$ cat src/rtl/btb_storage.sv
// btb_storage: register-file backing store for the 8-set, 2-way branch target buffer.
//
// Each set holds two 64-bit entries:
//   valid[63] | tag[62:36] | target[35:4] | state[3:2] | 2'b00
//
// Branch resolutions from EX are first captured in a one-entry staging
// register. They are committed to the array (predictor walk, target refresh,
// allocation and replacement) on the following edge.
//
// Optional feature, enabled by defining the macro BTB_BYPASS_EN:
//   While the staging register holds an update that is about to write the set
//   currently being read, read_set shows the post-commit contents of that set.
//   This cuts the update-to-read latency from two edges to one.
module btb_storage #(
    parameter int  NUM_SETS = 8,
    parameter int  TAG_W    = 27,
    localparam int IDX_W    = $clog2(NUM_SETS)
) (
    input  logic                clk,
    input  logic                rst,
    input  logic [IDX_W-1:0]    read_index,
    output logic [127:0]        read_set,
    output logic [NUM_SETS-1:0] LRU,
    input  logic                lru_touch,
    input  logic                next_LRU_read,
    input  logic                update_valid,
    input  logic [31:0]         update_pc,
    input  logic                update_taken,
    input  logic [31:0]         update_target,
    input  logic                flush,
    output logic                busy
);

    // Two-bit predictor encodings. Bit 1 is the predicted-taken bit.
    localparam logic [1:0] ST_STRONG_NT = 2'b00;
    localparam logic [1:0] ST_WEAK_NT   = 2'b01;
    localparam logic [1:0] ST_STRONG_T  = 2'b10;
    localparam logic [1:0] ST_WEAK_T    = 2'b11;

    // Storage array, one entry per way per set, plus the per-set LRU bits.
    // An LRU bit of 1 means way2 was used most recently.
    logic [63:0]         way1_q [NUM_SETS];
    logic [63:0]         way2_q [NUM_SETS];
    logic [NUM_SETS-1:0] lru_q;

    // Staging register that holds one resolved branch awaiting commit.
    logic                stg_valid_q;
    logic [31:2]         stg_pc_q;
    logic                stg_taken_q;
    logic [31:0]         stg_target_q;

    // Fields of the staged update, plus the current contents of its set.
    logic [IDX_W-1:0]    stg_set;
    logic [TAG_W-1:0]    stg_tag;
    logic [63:0]         cur_w1;
    logic [63:0]         cur_w2;
    logic                hit_w1;
    logic                hit_w2;

    // Result of the commit: post-commit set contents and the LRU update.
    logic [63:0]         new_w1;
    logic [63:0]         new_w2;
    logic                commit_write;
    logic                commit_lru_we;
    logic                commit_lru_val;
    logic [63:0]         alloc_entry;

    // The byte-offset bits of the PC play no part in tag or index.
    logic                unused_pc_bits;
    assign unused_pc_bits = ^update_pc[1:0];

    // Saturating walk:
    //   taken:     00 -> 01 -> 11 -> 10 (10 holds)
    //   not taken: 10 -> 11 -> 01 -> 00 (00 holds)
    function automatic logic [1:0] next_state(input logic [1:0] cur, input logic taken);
        logic [1:0] nxt;
        nxt = cur;
        if (taken) begin
            case (cur)
                ST_STRONG_NT: nxt = ST_WEAK_NT;
                ST_WEAK_NT:   nxt = ST_WEAK_T;
                ST_WEAK_T:    nxt = ST_STRONG_T;
                default:      nxt = ST_STRONG_T;
            endcase
        end else begin
            case (cur)
                ST_STRONG_T:  nxt = ST_WEAK_T;
                ST_WEAK_T:    nxt = ST_WEAK_NT;
                ST_WEAK_NT:   nxt = ST_STRONG_NT;
                default:      nxt = ST_STRONG_NT;
            endcase
        end
        return nxt;
    endfunction

    assign stg_set     = stg_pc_q[IDX_W+1:2];
    assign stg_tag     = stg_pc_q[31:IDX_W+2];
    assign cur_w1      = way1_q[stg_set];
    assign cur_w2      = way2_q[stg_set];
    assign hit_w1      = cur_w1[63] && (cur_w1[62:36] == stg_tag);
    assign hit_w2      = cur_w2[63] && (cur_w2[62:36] == stg_tag);
    assign alloc_entry = {1'b1, stg_tag, stg_target_q, ST_WEAK_T, 2'b00};

    // Work out what the staged update does to its set: hit update, allocation or nothing.
    always_comb begin
        new_w1         = cur_w1;
        new_w2         = cur_w2;
        commit_write   = 1'b0;
        commit_lru_we  = 1'b0;
        commit_lru_val = 1'b0;
        if (stg_valid_q) begin
            if (hit_w1) begin
                new_w1         = {cur_w1[63:36], stg_target_q,
                                  next_state(cur_w1[3:2], stg_taken_q), 2'b00};
                commit_write   = 1'b1;
                commit_lru_we  = 1'b1;
                commit_lru_val = 1'b0;
            end else if (hit_w2) begin
                new_w2         = {cur_w2[63:36], stg_target_q,
                                  next_state(cur_w2[3:2], stg_taken_q), 2'b00};
                commit_write   = 1'b1;
                commit_lru_we  = 1'b1;
                commit_lru_val = 1'b1;
            end else if (stg_taken_q) begin
                commit_write  = 1'b1;
                commit_lru_we = 1'b1;
                if (!cur_w1[63]) begin
                    new_w1         = alloc_entry;
                    commit_lru_val = 1'b0;
                end else if (!cur_w2[63]) begin
                    new_w2         = alloc_entry;
                    commit_lru_val = 1'b1;
                end else if (!lru_q[stg_set]) begin
                    new_w2         = alloc_entry;
                    commit_lru_val = 1'b1;
                end else begin
                    new_w1         = alloc_entry;
                    commit_lru_val = 1'b0;
                end
            end
        end
    end

    // Present the selected set to the IF stage, optionally forwarding a pending commit.
    always_comb begin
        read_set = {way1_q[read_index], way2_q[read_index]};
`ifdef BTB_BYPASS_EN
        if (commit_write && (stg_set == read_index)) begin
            read_set = {new_w1, new_w2};
        end
`endif
    end

    // Capture resolved branches; flush and reset throw away anything pending.
    always_ff @(posedge clk) begin
        if (rst) begin
            stg_valid_q  <= 1'b0;
            stg_pc_q     <= '0;
            stg_taken_q  <= 1'b0;
            stg_target_q <= '0;
        end else if (flush) begin
            stg_valid_q <= 1'b0;
        end else begin
            stg_valid_q <= update_valid;
            if (update_valid) begin
                stg_pc_q     <= update_pc[31:2];
                stg_taken_q  <= update_taken;
                stg_target_q <= update_target;
            end
        end
    end

    // Array contents: cleared on reset, invalidated on flush, otherwise written by the commit.
    always_ff @(posedge clk) begin
        if (rst) begin
            for (int i = 0; i < NUM_SETS; i++) begin
                way1_q[i] <= '0;
                way2_q[i] <= '0;
            end
        end else if (flush) begin
            for (int i = 0; i < NUM_SETS; i++) begin
                way1_q[i][63] <= 1'b0;
                way2_q[i][63] <= 1'b0;
            end
        end else if (commit_write) begin
            way1_q[stg_set] <= new_w1;
            way2_q[stg_set] <= new_w2;
        end
    end

    // LRU bits: IF touches apply first and a commit to the same set overrides them.
    always_ff @(posedge clk) begin
        if (rst) begin
            lru_q <= '0;
        end else if (!flush) begin
            if (lru_touch) begin
                lru_q[read_index] <= next_LRU_read;
            end
            if (commit_lru_we) begin
                lru_q[stg_set] <= commit_lru_val;
            end
        end
    end

    assign LRU  = lru_q;
    assign busy = stg_valid_q;

endmodule

$ cat config.mk
export PLATFORM = sky130hd
export DESIGN_NAME = btb_storage
export DESIGN_NICKNAME = d
export VERILOG_FILES = /design/src/rtl/btb_storage.sv
export SDC_FILE = /design/constraint.sdc
export NUM_CORES = 2
export LEC_CHECK = 0
export CAP_MARGIN = 0
export CORE_MARGIN = 2
export CORE_UTILIZATION = 35
export DETAILED_ROUTE_END_ITERATION = 12
export GPL_ROUTABILITY_DRIVEN = 0
export HOLD_SLACK_MARGIN = 0.1
export PLACE_DENSITY = 0.62
export SLEW_MARGIN = 25
export SYNTH_ARGS = -nofsm -noshare
export SYNTH_HDL_FRONTEND = slang
export SYNTH_SLANG_ARGS = --single-unit
$ cat constraint.sdc
create_clock -name clk -period 9.9 [get_ports clk]
set_input_delay 1.485 -clock clk [delete_from_list [all_inputs] [get_ports clk]]
set_output_delay 1.485 -clock clk [all_outputs]
set_load 0.03 [all_outputs]
==> flow_summary.json <==
{
  "final_area_mm2": 0.0650,
  "holdCritStartpoint": "stg_pc_q[12]",
  "synth_top_area_share_pct": 54.0,
  "insertion_delay_ns": 0.71,
  "ir_drop_mv": 0.132,
  "fin_crit_sh_pct": 71.2,
  "cts-resized-gates": 0,
  "crit_start": "read_index[2]",
  "synth_edf_count": 1024,
  "crit_arrival_ns": 5.56,
  "syn_inst": 4587,
  "grt_max_degree": 159,
  "fill_cells": 15200,
  "synth_seq_cells": 1099,
  "worst_pin_slew_ns": 1.14,
  "cts_sinks": 1099,
  "numCtsBuffers": 107,
  "antenna_found_initial": 7,
  "synth_seq_area_share_pct": 56.6,
  "drtIter0Drc": 4945,
  "synth_area_leaders": "edfxtp_1, mux4_2, nor2_1, mux2_2, mux2i_1",
  "core_area_mm2": 0.162,
  "grt_pass1_vias": 40200,
  "wl_per_cell_um": 29.2,
  "viasPerCell": 5.97,
  "power_density_mw_per_mm2": 170,
  "dp_hpwl_um": 110000,
  "drcViolationCount": 0,
  "status": "finished, final reports clean",
  "synth_ff_type": "edfxtp_1",
  "synth.avg_cell_area_um2": 12.4,
  "overflow": 0,
  "crit_slowest_cell": "clkdlybuf4s50_1",
  "power.leakage_nw": 21.7,
  "endpoint_kind": "primary output",
  "cp.required_ns": 8.42,
  "synth_fp_nets": 4661,
  "cp-start-kind": "input pin",
  "path_cells": "buf_8, clkinv_1, buf_4, nor2_4, buf_4, a22oi_1, o221ai_1, clkdlybuf4s50_1",
  "fin_cells": 6867,
  "dpl.cell_count": 6667,
  "cts_root_buf": "clkbuf_16",
  "firstDrtPassIters": 7,
  "yosysTopAreaCell": "edfxtp_1",
  "cts_buffer_depth": 3,
  "setup_viol": 0,
  "ioPinCount": 211,
  "die-height_um": 407,
  "wl_um": 200000,
  "drt.antenna.violating_nets": 0,
  "max_stage_delay_ns": 0.83,
  "synth.distinct_cells": 63,
  "cts_hold_buf": 0,
  "synth_area_mm2": 0.0570,
  "max_cap_violations": 0,
  "placementRows": 148,
  "tns_ns": 0,
  "drive_above_1_share_pct": 19.2,
  "grt_pass1_wl_um": 285000,
  "fmax_mhz": 142,
  "io_buffers": 208,
  "htreeDepth": 3,
  "yosysWarnings": 0,
  "clkTransAtPathRegs_ns": 0.06,
  "hold_class": "reg -> reg",
  "dpl_cell_area_mm2": 0.0613,
  "nets": 4675,
  "async_flop_share_pct": 0,
  "crit_path_frequent_cell": "buf_4",
  "cts_setup_buffers": 0,
  "fin_util_pct": 40.0,
  "area_growth_pct": 14.0,
  "slew_violations": 0,
  "die_x_um": 407,
  "skew_ns": 0.0162,
  "start_util_pct": 35.1,
  "maxSlewHeadroom_pct": 24.3,
  "fin_crit_ns": 7.04,
  "track_usage_pct": 23.3,
  "die_area_mm2": 0.166,
  "hold_viol": 0,
  "vias": 41000,
  "cts_tree": "done",
  "cp_max_fo": 74,
  "rsz0062_at_grt": "no",
  "worstSetupPathType": "in -> out"
}
==> logic make-up after synthesis <==
group / after synthesis / synth area share (%)
buffers and inverters: 418 / 3.05
xor gates and xnor gates: 32 / 0.492
AOI/OAI and AO/OA: 629 / 7.84
DFF: 1099 / 56.6
muxes: 842 / 20.8
and+or+nand+nor: 1567 / 11.2
==> worst paths after layout <==
check	endpoint	slack [ns]	cells after the start
setup / recovery	read_set[71]	2.86	8
setup reg to reg	way2_q[2][44]	3.13	12
hold reg to reg	stg_pc_q[12]	0.51	2
hold / removal	stg_pc_q[12]	0.51	2
==> placed cells by master (no fill, tap or decap), types with 6 or more instances in the layout <==
master | netlist | final
a21oi_1 | 169 | 169
a221o_1 | 29 | 29
a221oi_1 | 78 | 78
a22o_1 | 52 | 52
a22oi_1 | 114 | 114
buf_12 | 0 | 19
buf_4 | 20 | 65
bufinv_16 | 0 | 13
clkbuf_1 | 261 | 11
clkbuf_16 | 0 | 114
clkdlybuf4s50_1 | 0 | 204
clkinv_1 | 2 | 17
clkinv_2 | 0 | 34
dfxtp_1 | 75 | 72
edfxtp_1 | 1024 | 1024
inv_1 | 29 | 28
mux2_2 | 302 | 302
mux2i_1 | 295 | 295
mux2i_4 | 27 | 27
mux4_2 | 218 | 218
nand2_1 | 235 | 235
nand2b_4 | 0 | 9
nand3_1 | 14 | 14
nand3b_1 | 6 | 6
nand4_1 | 16 | 16
nor2_1 | 1150 | 1143
nor2_2 | 48 | 50
nor2b_1 | 17 | 15
nor3_1 | 23 | 23
o21a_1 | 15 | 15
o21ai_0 | 49 | 49
o221ai_1 | 60 | 59
o22ai_1 | 41 | 41
or3_1 | 14 | 10
xnor2_1 | 25 | 25
xor2_1 | 7 | 7
==> synthesized netlist by cell type (all sizes together), types with 25 or more instances <==
library cell / instances
mux2i: 322
a221oi: 78
a22o: 52
a21oi: 169
xnor2: 25
buf: 126
o221ai: 60
dfxtp: 75
a221o: 29
edfxtp: 1024
a22oi: 114
inv: 29
nor2: 1198
o21ai: 50
mux4: 218
mux2: 302
o22ai: 41
nand2: 235
clkbuf: 261
==> per-stage QoR <==
step                power, mW  setup slack [ns]  hold slack [ns]
floorplan                6.28              2.95            0.448
global placement         6.82              2.88            0.500
detailed placement       6.83              2.87            0.495
CTS                      11.1              2.85            0.509
global route             11.3              2.85            0.558
finish                   11.0              2.86            0.506
==> area by class of cell <==
type | count | area (um2) | area share, %
clock buffer | 132 | 2980 | 4.58
sequential | 1099 | 32300 | 49.7
timing repair buffer | 292 | 2980 | 4.59
inverter | 31 | 116 | 0.179
clock inverter | 66 | 651 | 1.00
antenna | 2 | 5.00 | 0.00771
tap | 2175 | 2720 | 4.19
multi-input combinational | 3070 | 23200 | 35.8
==> state kept, by name, summed over array words and instances, names as in the netlist, named ones only <==
| signal | count |
|---|---|
| stg_pc_q | 30 |
| stg_taken_q | 1 |
| stg_target_q | 32 |
| way1_q | 512 |
| way2_q | 512 |
| busy | 1 |
| LRU | 8 |
==> metal layers <==
metal / vias to the layer above / routed length, um / track usage (%)
met5: - / 22 / 0
met4: 4 / 7790 / 9.12
met3: 390 / 20800 / 4.20
met2: 2451 / 94300 / 38.1
met1: 20900 / 77500 / 30.7
li1: 17200 / - / -
==> worst max-delay path, delay by kind of cell <==
family	cells	cell delay [ns]
buffers and inverters	5	2.89
AO/OA/AOI/OAI	2	0.95
AND/OR/NAND/NOR	1	0.14
==> where the power goes <==
part / internal [mW] / switching, mW / leakage (nW) / total (mW)
combinational: 0.509 / 0.902 / 8.67 / 1.41
sequential: 5.22 / 0.120 / 11.2 / 5.34
clock: 2.46 / 1.82 / 1.81 / 4.29
total: 8.19 / 2.84 / 21.7 / 11.0
Note: power is estimated with default switching activity, not from simulation.
